$ cat src/rtl/sdram_wb_arbiter.sv
// Two-master Wishbone arbiter (USB loader m0, conv engine m1) in front of one SDRAM slave port.
// Define ARB_ROUND_ROBIN_EN to alternate simultaneous contests; otherwise m0 always wins.
module sdram_wb_arbiter #(
    parameter int unsigned AW = 32,
    parameter int unsigned DW = 32
) (
    input  logic          CLKOUT,
    input  logic          rst,
    input  logic          m0_cyc,
    input  logic          m0_stb,
    input  logic          m0_we,
    input  logic [3:0]    m0_sel,
    input  logic [AW-1:0] m0_addr,
    input  logic [DW-1:0] m0_wdata,
    output logic          m0_ack,
    output logic          m0_stall,
    output logic [DW-1:0] m0_rdata,
    input  logic          m1_cyc,
    input  logic          m1_stb,
    input  logic          m1_we,
    input  logic [3:0]    m1_sel,
    input  logic [AW-1:0] m1_addr,
    input  logic [DW-1:0] m1_wdata,
    output logic          m1_ack,
    output logic          m1_stall,
    output logic [DW-1:0] m1_rdata,
    output logic          cyc_i,
    output logic          stb_i,
    output logic          we_i,
    output logic [3:0]    sel_i,
    output logic [AW-1:0] addr_i,
    output logic [DW-1:0] data_i,
    input  logic [DW-1:0] data_o,
    input  logic          stall_o,
    input  logic          sdram_ack,
    output logic [1:0]    grant,
    output logic          busy
);

    typedef enum logic [1:0] {StIdle, StG0, StG1, StTurn} state_e;

    state_e     state_q, state_d;
    logic       last_served_q, last_served_d;
    logic [1:0] grant_q, grant_d;
    logic       m0_wins;

`ifdef ARB_ROUND_ROBIN_EN
    // last_served_q == 1 means m1 was served last, so m0 gets the next contest.
    assign m0_wins = last_served_q;
`else
    assign m0_wins = 1'b1;
`endif

    always_comb begin
        state_d       = state_q;
        last_served_d = last_served_q;
        unique case (state_q)
            StIdle: begin
                if (m0_cyc && m1_cyc) begin
                    state_d = m0_wins ? StG0 : StG1;
                end else if (m0_cyc) begin
                    state_d = StG0;
                end else if (m1_cyc) begin
                    state_d = StG1;
                end
            end
            StG0: begin
                if (!m0_cyc) begin
                    state_d       = StTurn;
                    last_served_d = 1'b0;
                end
            end
            StG1: begin
                if (!m1_cyc) begin
                    state_d       = StTurn;
                    last_served_d = 1'b1;
                end
            end
            StTurn: state_d = StIdle;
            default: state_d = StIdle;
        endcase

        grant_d = 2'b00;
        if (state_d == StG0) begin
            grant_d = 2'b01;
        end else if (state_d == StG1) begin
            grant_d = 2'b10;
        end
    end

    always_ff @(posedge CLKOUT) begin
        if (rst) begin
            state_q       <= StIdle;
            last_served_q <= 1'b1;
            grant_q       <= 2'b00;
        end else begin
            state_q       <= state_d;
            last_served_q <= last_served_d;
            grant_q       <= grant_d;
        end
    end

    // Slave-side mux and response routing; only the granted master sees the slave.
    always_comb begin
        cyc_i    = 1'b0;
        stb_i    = 1'b0;
        we_i     = 1'b0;
        sel_i    = '0;
        addr_i   = '0;
        data_i   = '0;
        m0_ack   = 1'b0;
        m0_stall = 1'b1;
        m0_rdata = '0;
        m1_ack   = 1'b0;
        m1_stall = 1'b1;
        m1_rdata = '0;
        if (state_q == StG0) begin
            cyc_i    = m0_cyc;
            stb_i    = m0_cyc & m0_stb;
            we_i     = m0_we;
            sel_i    = m0_sel;
            addr_i   = m0_addr;
            data_i   = m0_wdata;
            m0_ack   = sdram_ack;
            m0_stall = stall_o;
            m0_rdata = data_o;
        end else if (state_q == StG1) begin
            cyc_i    = m1_cyc;
            stb_i    = m1_cyc & m1_stb;
            we_i     = m1_we;
            sel_i    = m1_sel;
            addr_i   = m1_addr;
            data_i   = m1_wdata;
            m1_ack   = sdram_ack;
            m1_stall = stall_o;
            m1_rdata = data_o;
        end
    end

    assign grant = grant_q;
    assign busy  = |grant_q;

endmodule

$ cat config.mk
export PLATFORM = sky130hd
export DESIGN_NAME = sdram_wb_arbiter
export DESIGN_NICKNAME = d
export VERILOG_FILES = /design/src/rtl/sdram_wb_arbiter.sv
export SDC_FILE = /design/constraint.sdc
export NUM_CORES = 1
export LEC_CHECK = 0
export CORE_AREA = 5 5 122 124
export CTS_CLUSTER_SIZE = 28
export DETAILED_ROUTE_END_ITERATION = 10
export DIE_AREA = 0 0 127 129
export GPL_ROUTABILITY_DRIVEN = 1
export PLACE_DENSITY = 0.61
export SYNTH_ARGS = -nofsm -noshare
export SYNTH_HDL_FRONTEND = slang
export SYNTH_SLANG_ARGS = --single-unit
$ cat constraint.sdc
create_clock -name CLKOUT -period 2.43 [get_ports CLKOUT]
set_input_delay 0.3645 -clock CLKOUT [delete_from_list [all_inputs] [get_ports CLKOUT]]
set_output_delay 0.3645 -clock CLKOUT [all_outputs]
set_load 0.005 [all_outputs]
; ---- Word-level counts from Yosys, hierarchy flattened
; Cells that the tools add are included.
[classes]
n_mux = 29
reduce_logical = 4
bitwise = 2
eq_ne = 5
[op_table]
columns = operator, count
row1 = $mux 32, 7
row2 = $mux 1, 13
row3 = $mux 2, 6
row4 = $mux 4, 2
row5 = $pmux 2 s4, 1
row6 = $eq 2x2->1 const B, 3
row7 = $eq 2x1->1 const B, 2
row8 = $reduce_or 2->1, 2
row9 = $and 1x1->1, 2
row10 = $logic_not 2->1, 1
row11 = $logic_and 1x1->1, 1
[totals]
word_cells = 43
in_bits = 178
regBits = 4
output_inout_bits = 142

; ---- Depth between registers and ports, before layout
; Gate-level depths: netlist of the first run.
[logic_depth]
ltp_word = 7
mapped_depth = 5
mapped_depth_nobuf = 3

; ---- Worst setup path before layout of the first run
; No wires, ideal clock.
[synth_path]
path_kind = register -> output
startpoint = reg state_q[0]
endpoint = out addr_i[0]
t_arrival_ns = 1.041
path_stages_with_launch = 6
path_buffers = 3
required_ns = 2.066
path_slack_ns = 1.025
path_cell_list = dfxtp_1 buf_4 nor2b_4 buf_6 buf_6 a22o_1
[synth_via]
elab_chain_len = 3
word_cells_on_any_way = 4
cone_classes = 2 x eq/ne / 2 x mux
[synth_lines]
columns = element, line_no
row1 = from (decl), 42  ; state_e state_q, state_d;
row2 = from (signal assigned), 93  ; state_q <= StIdle;
row3 = from (signal assigned), 97  ; state_q <= state_d;
row4 = $eq 2x2->1, --
row5 = $mux 32, 127  ; end else if (state_q == StG1) begin
row6 = $mux 32 *, 117  ; if (state_q == StG0) begin
row7 = to (decl), 31  ; output logic [AW-1:0] addr_i,
; Every way passes the cells marked *; elsewhere a longest branch is shown, timed or not.

; ---- Final worst setup path of the first run
[layout_path]
startpoint = reg state_q[0]
endpoint = out addr_i[25]
; The elaborated chain is that of the path after synthesis.

==> metrics, run 1 <==
outcome finished, final reports clean; total gr overflow 0; Setup TNS 0 ns; post-synthesis adder-cell area fraction 0%; DR pass1 iterations 4; Synth area leader a22o_1; post-synth top area share a little over two fifths; max cap viols 0; Synth Area in Simple Gates 36.9%; crit path kind reg2out; Starting Density approximately 10%; upper clock frequency limit 439 MHz; Worst-Skew Late Latency ~0.22 ns; WL per Instance around 17 µm; Synth area leaders a22o_1 (43%), and2_1 (29%), dfxtp_1 (5.7%); RSZ-0062 raised after global routing false; register area share after synthesis around 5.7%; gr usage total 12.2%; Crit path max-delay family buffers and inverters; EDFF count, synth 0; number of clock buffers inserted by TritonCTS 3; Leak ~1.8 nW; Final Skew approximately 0.0022 ns; Post-Syn Area 1410 µm²; mux contribution to synthesized area 0%; row cnt between 40 and 50; Reg2Reg Setup Slack about 1.6 ns; ys async rst share 0%; share of layout cells above drive strength 1 ~2.5%; first-pass GRT wire length between 15000 and 20000 µm; Sinks on Clock Net 4; Critical Path RT slightly above 2 ns; Mapped Cells ~190; Die Width ~130 µm; largest net degree at the start of global routing 57; DR DRC count 0; Post-CTS Hold Buffers 0; syn_nets approximately 360; Slowest Stage Delay on Critical Path about 0.52 ns; via density per instance around 4.0; min cycle time layout between 2 and 2.5 ns; Slew Limit Fails 0; Area growth syn-to-layout 241%; Synth Area in Compound Gates 44.9%; fillers ~1400; pwr dens roughly 280 nW/µm²; Hold WC Path Type reg2reg; gpl congestion ~0.92; number of buffers added on ports 319; clk buf depth 2; final setup fails 0; Distinct cells, synth 18; initial antenna violation count 0; predominant post-synthesis flop cell dfxtp_1; critical-path maximum fanout 50; Die Y ~130 µm; Core ar. ~14000 µm²; Worst-path clk slew approximately 0.03 ns; startpoint types flop; DRT Wirelength 11400 µm; Final WS setup around 0.15 ns; nets around 670; post-route ant nets 0; I/O pin total 320; relative slew slack 84.8%; Die Area about 16000 µm²; Worst EP arrival 1.91 ns; Post-CTS Repair Setup Buffers 0; via count between 2000 and 3000; part of the cycle the worst path needs a little over nine tenths; Ant. Diodes 0; vias in the first global route approximately 2800; Setup WS pre-CTS ~0.23 ns; main combinational cell family by area after synthesis compound AO/OA/AOI/OAI gates; Yosys reg bits 4; H-tree Lvls 1; Buf+Inv Stages, Crit Path 2; Worst-Margin Slew 0.225 ns; Setup crit end kind output pin; Root Driver clkbuf_16; Initial DRC Count between 70 and 80; Avg Cell Area, Syn about 7.6 µm²; Synth top cells by count a22o_1 (69), and2_1 (66), buf_4 (9); maximum VDD drop between 0.15 and 0.2 mV; count leader, synth a22o_1; CP max-delay cell clkdlybuf4s50_1; Detailed Place HPWL roughly 9900 µm; Hold Vio Cnt, Final 0; crit path cell chain nor2b_4 -> buf_12 -> a22o_1 -> clkdlybuf4s50_1; CTS tree built; synth warn 0; xor-xnor portion of the synthesized cell area 0%
==> timing repair <==
| item | in CTS | in global routing |
|---|---|---|
| setup endpoints to repair | 0 | 6 |
| hold endpoints to repair | 0 | 0 |
| resized for setup | 0 | 2 |
==> layout make-up <==
| type | instances | area (µm²) | share of cell area (%) |
|---|---|---|---|
| multi-input combinational | 157 | 1150 | 24.0 |
| clock buffer | 3 | 75.1 | 1.56 |
| tap | 180 | 225 | 4.68 |
| timing repair buffer | 323 | 3270 | 68.1 |
| sequential | 4 | 82.6 | 1.72 |
==> where the power goes <==
| group | internal (mW) | total [mW] | switching, mW |
|---|---|---|---|
| Combinational | 0.702 | 1.01 | 0.311 |
| Sequential | 0.0722 | 0.0812 | 0.00903 |
| Clock | 0.210 | 0.253 | 0.0430 |
| Total | 0.984 | 1.35 | 0.363 |
==> cells in the final DEF, fill, tap and decap left out, types with 3 or more instances in the layout <==
cell,netlist,routed
nor2_1,4,4
o21ai_0,3,3
clkbuf_16,0,3
a22o_1,69,69
clkdlybuf4s50_1,0,319
and2_1,66,66
nand2b_1,4,4
buf_12,0,4
==> kinds of logic after synthesis <==
| family | count (synthesis) |
|---|---|
| and+or+nand+nor | 83 |
| AOI/OAI and AO/OA | 74 |
| DFF | 4 |
| buffers and inverters | 24 |
==> sequential cells by signal, summed over array words and instances (netlist names) <==
signal   flops
grant        2
state_q      2
==> metal layers <==
| layer | vias to the layer above | global-route usage (%) | share of wire (%) |
|---|---|---|---|
| met4 | 0 | 1.70 | 0.77 |
| met1 | 1213 | 13.4 | 37 |
| met3 | 4 | 5.19 | 13 |
| met5 | - | 0 | 0 |
| li1 | 1288 | - | - |
| met2 | 193 | 22.3 | 50 |
==> final timing paths <==
| path | start | end | cells past startpoint |
|---|---|---|---|
| setup / recovery | state_q[0] | addr_i[25] | 4 |
| hold / removal | state_q[0] | grant[1] | 1 |
| setup reg to reg | state_q[0] | state_q[0] | 3 |
| hold reg to reg | state_q[0] | grant[1] | 1 |
==> through the flow <==
| step | utilization, % | total power [mW] | hold WS (ns) | instances | instance area, µm² |
|---|---|---|---|---|---|
| after detailed placement | 34.6 | 1.10 | 0.645 | 664 | 4730 |
| after global routing | 35.2 | 1.43 | 0.572 | 667 | 4810 |
| after floorplan | - | 0.394 | 0.434 | 185 | 1410 |
| after CTS | 35.2 | 1.37 | 0.654 | 667 | 4810 |
| final | 35.2 | 1.35 | 0.543 | 667 | 4810 |
| after global placement | 34.6 | 1.10 | 0.624 | 664 | 4730 |
Note: power is estimated with default switching activity, not from simulation.
==> run 2: changes to the inputs <==
- CTS_CLUSTER_DIAMETER: default -> 60
- TNS_END_PERCENT: default -> 10
==> results of run 2 <==
The final DEF is identical to that of run 1; final timing and power are the same.
